==> config.mk <==
export PLATFORM = sky130hd
export DESIGN_NAME = crc
export DESIGN_NICKNAME = d
export VERILOG_FILES = /design/src/rtl/crc.sv
export SDC_FILE = /design/constraint.sdc
export NUM_CORES = 1
export LEC_CHECK = 0
export BUFFER_PORTS_ARGS = -buffer_cell sky130_fd_sc_hd__buf_4
export CORE_UTILIZATION = 49
export DETAILED_ROUTE_END_ITERATION = 16
export PLACE_DENSITY = 0.64
export SETUP_SLACK_MARGIN = 0.4
export SYNTH_ARGS = -nofsm -noshare
export SYNTH_HDL_FRONTEND = slang
export SYNTH_SLANG_ARGS = --single-unit
==> constraint.sdc <==
create_clock -name CLK -period 2.2 [get_ports CLK]
set_input_delay 0.11 -clock CLK [delete_from_list [all_inputs] [get_ports CLK]]
set_output_delay 0.11 -clock CLK [all_outputs]
set_load 0.05 [all_outputs]
==> src/rtl/crc.sv <==
// Serial 8-bit LFSR CRC: absorbs DATA LSB first while ACTIVE is high, then shifts the CRC out LSB first under Valid.
// Define CRC_ACTIVE_ABORT_EN to let ACTIVE=1 during the output phase abort it and start a new message.
module crc #(
    parameter logic [7:0] Seed = 8'hD8,
    parameter logic [7:0] Taps = 8'b0100_0100
) (
    input  logic CLK,
    input  logic RST,
    input  logic DATA,
    input  logic ACTIVE,
    output logic CRC,
    output logic Valid
);

    typedef enum logic [1:0] {IDLE, SHIFT, OUT} state_t;

    state_t     state, next_state;
    logic [7:0] r, r_nxt;
    logic [2:0] cnt, cnt_nxt;
    logic       crc_nxt, valid_nxt;

    // One LFSR step: feedback enters at bit 7 and is XORed into every tapped lower bit.
    function automatic logic [7:0] lfsr_step(input logic [7:0] cur, input logic din);
        logic fb;
        fb        = din ^ cur[0];
        lfsr_step = {fb, cur[7:1] ^ (Taps[6:0] & {7{fb}})};
    endfunction

    // NOTE: sequential state uses non-blocking assignments so every register samples pre-edge values.
    always_ff @(posedge CLK) begin
        if (RST) begin
            state <= IDLE;
            r     <= Seed;
            cnt   <= 3'd0;
            CRC   <= 1'b0;
            Valid <= 1'b0;
        end else begin
            state <= next_state;
            r     <= r_nxt;
            cnt   <= cnt_nxt;
            CRC   <= crc_nxt;
            Valid <= valid_nxt;
        end
    end

    always_comb begin
        // NOTE: default first so no path through the case leaves next_state unassigned (no latch).
        next_state = state;
        case (state)
            IDLE:  next_state = ACTIVE ? SHIFT : IDLE;
            SHIFT: next_state = ACTIVE ? SHIFT : OUT;
            OUT: begin
`ifdef CRC_ACTIVE_ABORT_EN
                if (ACTIVE)
                    next_state = SHIFT;
                else
`endif
                if (cnt == 3'd0)
                    next_state = IDLE;
            end
            default: next_state = IDLE;
        endcase
    end

    always_comb begin
        r_nxt     = r;
        cnt_nxt   = cnt;
        crc_nxt   = CRC;
        valid_nxt = Valid;
        case (state)
            IDLE, SHIFT: begin
                if (ACTIVE) begin
                    r_nxt = lfsr_step(r, DATA);
                end else if (state == SHIFT) begin
                    crc_nxt   = r[0];
                    valid_nxt = 1'b1;
                    r_nxt     = {1'b0, r[7:1]};
                    cnt_nxt   = 3'd1;
                end
            end
            OUT: begin
`ifdef CRC_ACTIVE_ABORT_EN
                if (ACTIVE) begin
                    crc_nxt   = 1'b0;
                    valid_nxt = 1'b0;
                    r_nxt     = lfsr_step(Seed, DATA);
                    cnt_nxt   = 3'd0;
                end else
`endif
                // cnt wraps to 0 after the 8th bit; that edge closes the pulse and reloads the seed.
                if (cnt == 3'd0) begin
                    crc_nxt   = 1'b0;
                    valid_nxt = 1'b0;
                    r_nxt     = Seed;
                end else begin
                    crc_nxt = r[0];
                    r_nxt   = {1'b0, r[7:1]};
                    cnt_nxt = cnt + 3'd1;
                end
            end
            default: begin
                crc_nxt   = 1'b0;
                valid_nxt = 1'b0;
            end
        endcase
    end

endmodule

==> out/metrics.csv, run 1 <==
stage,metric,value,unit
floorplanning,ios,6,
sta,rsz0062_at_grt,false,
hold_path,hp-class,input pin to flip-flop,
cts,clock_path_buffers,2,
cells_and_area,fillers,124,
cells_and_area,final_common_cell,dfxtp_1,
logic_synthesis,synth.area.top_cells,"dfxtp_1, mux2i_1, nor2_1",
place,place_hpwl,896,um
cells_and_area,multi_input_area,377,um^2
place,placedCellCount,95,
global_routing,use_met1,25.0,%
detailed_routing,dr.pass1.iters,4,
critical_path,cp_slowest_stage_delay,0.62,ns
detailed_routing,num_vias,522,
logic_synthesis,synth_fp_nets,83,
pwr,vdd_ir_drop_max,0.554,mV
cts,clk_latency,0.29,ns
logic_synthesis,synthXorXnorAreaFrac,2.45,%
detailed_routing,antenna_left,0,
cells_and_area,area_growth,10.5,%
cts,numClockSinks,15,
logic_synthesis,synth_compound_area_share,15.4,%
run,maxCapViolCount,0,
logic_synthesis,yosys_warnings,0,
critical_path,cp_cell_sequence,"nor3_1, a21oi_2, o21ai_0, o221a_2",
pwr,power.leakage,0.333,nW
sta,fmax,595,MHz
cts,htreeDepth,1,
global_routing,grt-ovfl-total,0,
status,status,completed,
critical_path,critPathSlowestCell,dfxtp_1,
critical_path,required,2.38,ns
floorplanning,start_util,53.6,%
detailed_routing,drt-total-wl,1210,um
critical_path,path_class,flip-flop to flip-flop,
logic_synthesis,synth_seq_cells,15,
cts,cts.clk_slew.worst_paths,0.10,ns
logic_synthesis,ys_types,32,
cells_and_area,nets,91,
pwr,power.density,695,nW/um^2
detailed_routing,vias_per_cell,5.27,
detailed_routing,drc,0,
cells_and_area,final_cell_count_no_fill,99,
global_routing,grtUsageMet3,10.0,%
critical_path,path_max_fanout,11,
sta,finalSetupTns,0,ns
floorplanning,die_area,1610,um^2
logic_synthesis,synthMuxAreaShare,7.01,%
detailed_routing,drtIter0Drc,6,
detailed_routing,wire_per_inst,12.3,um
global_routing,grt_max_degree,12,
logic_synthesis,synth-simple-area-share,24.3,%
sta,period_share,76.4,%
global_routing,grt_pass1_vias,406,
sta,worst_slack,0.519,ns
global_routing,top_usage_layer,met1,
global_routing,grt_usage,18.7,%
place,io_buffers,5,
cells_and_area,seqCellArea,300,um^2
sta,clock_skew,0.00531,ns
floorplanning,fp-row-count,13,
cells_and_area,fin_util,59.2,%
cells_and_area,layout_common_cells,"dfxtp_1, nor2_1, inv_1, mux2i_1, buf_4",
logic_synthesis,yosysSeqAreaShare,42.0,%
logic_synthesis,avgSynthCellArea,9.28,um^2
critical_path,start_kind,flip-flop,
cts,cts-buffers-inserted,3,
cts,root_buffer,clkbuf_4,
sta,final_max_slew_viol_count,0,
sta,tightest_slew,0.523,ns
place,dp_slack,0.547,ns
cells_and_area,drive_gt1_share,17.9,%
cts,tritoncts,built,
logic_synthesis,synth_top_area_cell,dfxtp_1,
cells_and_area,insertedDiodeCount,0,
cts,post_cts_buffers,0,
global_routing,grt_pass1_wl,1880,um
place,placed_area,759,um^2
logic_synthesis,synth_top_family_by_area,simple AND/OR/NAND/NOR gates,
cells_and_area,finalInstanceArea,790,um^2
logic_synthesis,syn-cell-area,714,um^2
sta,fin_crit,1.68,ns
logic_synthesis,yosys.area.top_type_share,42.0,%
cts,cts_resized,0,
logic_synthesis,synth_fa_ha_area_share,3.50,%
sta,finalHoldViolCount,0,
floorplanning,core_area,1330,um^2
sta,slew_headroom,65.1,%
critical_path,worstSetupEndpointType,flip-flop,
global_routing,grtUsageMet2,24.6,%
cts,hold_buffers,0,
floorplanning,die_w,40.2,um
floorplanning,dieHeight,40.2,um
critical_path,cp_data_arrival_time,1.87,ns
global_routing,antenna_found_initial,0,
place,finalWeightedCongestion,0.783,
sta,finalSetupViolCount,0,
logic_synthesis,syn_inst,77,
cell type report:
cell class / instances / area share (%)
clock buffer: 3 / 2.85
inverter: 7 / 3.33
multi-input combinational: 53 / 47.7
clock inverter: 1 / 0.951
tap: 15 / 2.38
sequential: 15 / 38.0
timing repair buffer: 5 / 4.75
through the flow:
stage               total power (W)  hold WS, ns
floorplan                  0.000371        0.231
global placement           0.000391        0.380
detailed placement         0.000391        0.382
CTS                        0.000555       0.0668
global route               0.000581       0.0524
finish                     0.000548       0.0653
cells in the mapped netlist, drive strengths merged:
cell / instances
buf: 1
xnor2: 1
dfxtp: 15
nand2b: 3
nor3: 1
inv: 7
nor2b: 3
or3: 1
clkbuf: 1
o22ai: 1
o21ai: 3
o221ai: 1
a31oi: 1
nand3: 2
nand4: 1
nand2: 4
and4bb: 1
and3b: 1
o221a: 1
nor3b: 3
o21a: 1
or3b: 1
a21oi: 4
a2bb2o: 1
a211oi: 1
ha: 2
mux2i: 5
o21bai: 1
xor2: 1
nor2: 8
power by group:
group	switching, W	internal (W)
Combinational	0.0000423	0.0000391
Sequential	0.0000133	0.000290
Clock	0.0000947	0.0000691
Total	0.000150	0.000398
worst max-delay path: cells and delay by family (launching register included):
family	cells	cell delay, ns
flip-flops	1	0.62
AND/OR/NAND/NOR	1	0.11
AO/OA/AOI/OAI	3	0.84
routing by layer:
metal | vias to the layer above | wire (um) | part of all wire [%]
li1 | 282 | - | -
met1 | 230 | 652 | 54
met2 | 8 | 495 | 41
met3 | 2 | 52 | 4.3
met4 | 0 | 13 | 1.1
met5 | - | 0 | 0
sequential cells by signal (all words and copies together), names as in the netlist:
name	flops
CRC	1
cnt	3
Valid	1
r	8
state	2
cells by family (layout without fill, tap and decap cells):
family,after synthesis,count (layout)
AND/OR/NAND/NOR,29,29
buffers and inverters,9,16
multiplexers,5,5
flip-flops,15,15
XOR/XNOR,2,2
AO/OA/AOI/OAI,15,15
adder cells (fa/ha/maj),2,2
path summary, 6_finish.rpt:
path,end,start,cells after the start,slack (ns)
min reg2reg,r[4],r[5],2,0.49
max,r[2],state[1],4,0.52
min,Valid,RST,2,0.07
max reg2reg,r[2],state[1],4,0.52
Note: power is estimated with default switching activity, not from simulation.
==> run 2, diff against run 1 <==
ABC_AREA = 1   (was unset)
PLACE_DENSITY = 0.67   (was 0.64)
clock period = 1.5 ns   (was 2.2 ns; I/O delays follow)
==> out/metrics.csv, run 2 <==
stage,metric,value,unit
logic_synthesis,ys_types,19,
cells_and_area,insertedDiodeCount,0,
detailed_routing,drtIter0Drc,18,
pwr,p_clk_share,28.5,%
cells_and_area,final_cell_count_no_fill,121,
logic_synthesis,synthTopCellsByCount,"nand2_1, dfxtp_1, inv_1, nand3_1, a21oi_1",
critical_path,startpoint,cnt[1],
sta,hold_ws,0.0110,ns
detailed_routing,vias_per_cell,5.28,
global_routing,grt_pass1_wl,2210,um
critical_path,worstSetupEndpoint,r[2],
logic_synthesis,yosysMostFrequentCell,nand2_1,
critical_path,start_kind,flip-flop,
detailed_routing,wire_per_inst,11.8,um
pwr,power_frac_seq,54.8,%
logic_synthesis,synth_fp_nets,103,
cts,cts.clk_slew.worst_paths,0.09,ns
sta,period_share,74.7,%
sta,clock_skew,0.00560,ns
pwr,p_sw,0.000234,W
logic_synthesis,synth_edf_count,0,
logic_synthesis,ys_async_sr_fraction,0,%
logic_synthesis,synth_top_area_cell,dfxtp_1,
floorplanning,ios,6,
cts,numClockSinks,15,
detailed_routing,dr.pass1.iters,4,
logic_synthesis,ys.flop_type,dfxtp_1,
logic_synthesis,synth_seq_cells,15,
floorplanning,core_area,1300,um^2
logic_synthesis,yosys.area.top_type_share,43.5,%
cts,hold_buffers,0,
critical_path,worstSetupEndpointType,flip-flop,
global_routing,grt_max_degree,10,
sta,finalSetupTns,0,ns
cells_and_area,drive_gt1_share,39.6,%
pwr,vdd_ir_drop_max,0.478,mV
pwr,power,0.000806,W
detailed_routing,num_vias,639,
critical_path,cp_data_arrival_time,1.31,ns
place,finalWeightedCongestion,0.796,
logic_synthesis,synth.area.top_cells,"dfxtp_1, nand2_1, nand3_1",
cts,clk_latency,0.29,ns
sta,finalHoldViolCount,0,
sta,fmax,892,MHz
critical_path,timing.rr.end,r[2],
pwr,p_int,0.000572,W
detailed_routing,drt-total-wl,1430,um
cells_and_area,area_growth,26.3,%
sta,finalSetupViolCount,0,
cts,cts-buffers-inserted,3,
logic_synthesis,syn-cell-area,691,um^2
logic_synthesis,yosys_warnings,0,
floorplanning,fp-row-count,13,
critical_path,path_max_fanout,6,
sta,slew_headroom,79.4,%
status,status,completed,
run,maxCapViolCount,0,
pwr,p_sw_share,29.0,%
place,io_buffers,5,
floorplanning,dieHeight,39.5,um
critical_path,required,1.69,ns
pwr,power.leakage,0.403,nW
floorplanning,die_w,39.5,um
cts,htreeDepth,1,
place,placedCellCount,115,
cells_and_area,nets,113,
place,place_hpwl,962,um
cells_and_area,regMostFlops,r,
logic_synthesis,yosysSeqAreaShare,43.5,%
pwr,power.density,924,nW/um^2
floorplanning,start_util,53.1,%
sta,tightest_slew,0.309,ns
global_routing,grt-ovfl-total,0,
critical_path,ff2ff_path_depth,9,
detailed_routing,drc,0,
cells_and_area,largest_register_ffs,8,
global_routing,grt_usage,21.5,%
global_routing,antenna_found_initial,0,
pwr,comb_power_share,16.6,%
detailed_routing,antenna_left,0,
sta,fin_crit,1.12,ns
floorplanning,die_area,1560,um^2
hold_path,hp-class,input pin to flip-flop,
critical_path,r2r-start,cnt[1],
sta,rsz0062_at_grt,true,
cells_and_area,final_common_cell,nand2_1,
global_routing,grt_pass1_vias,500,
logic_synthesis,syn_inst,97,
cts,tritoncts,built,
cts,clock_path_buffers,2,
cts,root_buffer,clkbuf_4,
sta,final_max_slew_viol_count,0,
cells_and_area,reg.largest.list,"r: 8 flops, cnt: 3 flops, state: 2 flops",
cells_and_area,layout_common_cells,"nand2_1, nand3_1, dfxtp_1, inv_1",
critical_path,path_class,flip-flop to flip-flop,
logic_synthesis,avgSynthCellArea,7.12,um^2
critical_path,r2r_slack,0.38,ns
[run 2: metrics by stage]
step,setup slack (ns),util (%),area [um^2]
2_1_floorplan,0.401,-,704
3_3_place_gp,0.246,57.6,749
3_5_place_dp,0.259,57.6,749
4_1_cts,0.406,61.4,800
5_1_grt,0.350,67.0,872
6_report,0.379,67.0,872
[run 2: power by group through the flow]
| stage | sequential (W) | clock (W) | combinational (W) |
|---|---|---|---|
| after floorplan | 0.000453 | 0 | 0.0000826 |
| final | 0.000442 | 0.000230 | 0.000134 |
| after CTS | 0.000443 | 0.000237 | 0.000117 |
| after detailed placement | 0.000452 | 0 | 0.000110 |
| after global routing | 0.000445 | 0.000253 | 0.000150 |
| after global placement | 0.000452 | 0 | 0.000108 |
[run 2: per-layer routing]
metal | up-vias | global-route usage (%) | wire (um)
li1 | 334 | - | -
met1 | 275 | 31.7 | 728
met2 | 25 | 28.3 | 594
met3 | 5 | 3.41 | 64
met4 | 0 | 12.9 | 38
met5 | - | 0 | 0
[run 2: logic make-up (layout without fill, tap and decap cells)]
kind of cell,Yosys count,count (layout),synth area share (%)
and+or+nand+nor,45,46,28.4
buffers and inverters,18,26,10.3
AOI/OAI and AO/OA,17,17,14.1
DFF,15,15,43.5
adders and majority gates,2,2,3.62
[run 2: critical path, stage by stage (launching register included)]
cell,delay (ns)
dfxtp_2,0.34
inv_2,0.06
ha_4,0.14
inv_2,0.04
nor2_4,0.12
nand2_4,0.08
nand2_1,0.07
nand2_1,0.05
nand2_1,0.07
a21oi_2,0.05
[run 2: worst min path at each step]
stage | from | to | depth (start not counted)
global route | RST | cnt[0] | 2
detailed placement | RST | cnt[0] | 2
finish | RST | cnt[0] | 2
floorplan | ACTIVE | state[0] | 2
CTS | RST | r[1] | 2
global placement | RST | cnt[0] | 2
[run 2: final cells by class]
cell class	instances	area, um^2
fillers	112	429
multi-input cells	65	405
flip-flops and latches	15	313
inverters	16	62.6
repair buffers	6	45.0
clock buffers	3	22.5
well taps	15	18.8
clock inverters	1	5.00
[run 2: timing repair]
| action | in CTS | in global routing |
|---|---|---|
| pin swaps | 3 | 10 |
| gates resized for setup | 7 | 23 |
| setup endpoints to repair | 12 | 13 |
| setup buffers | 1 | 0 |
| gates cloned | 1 | 0 |
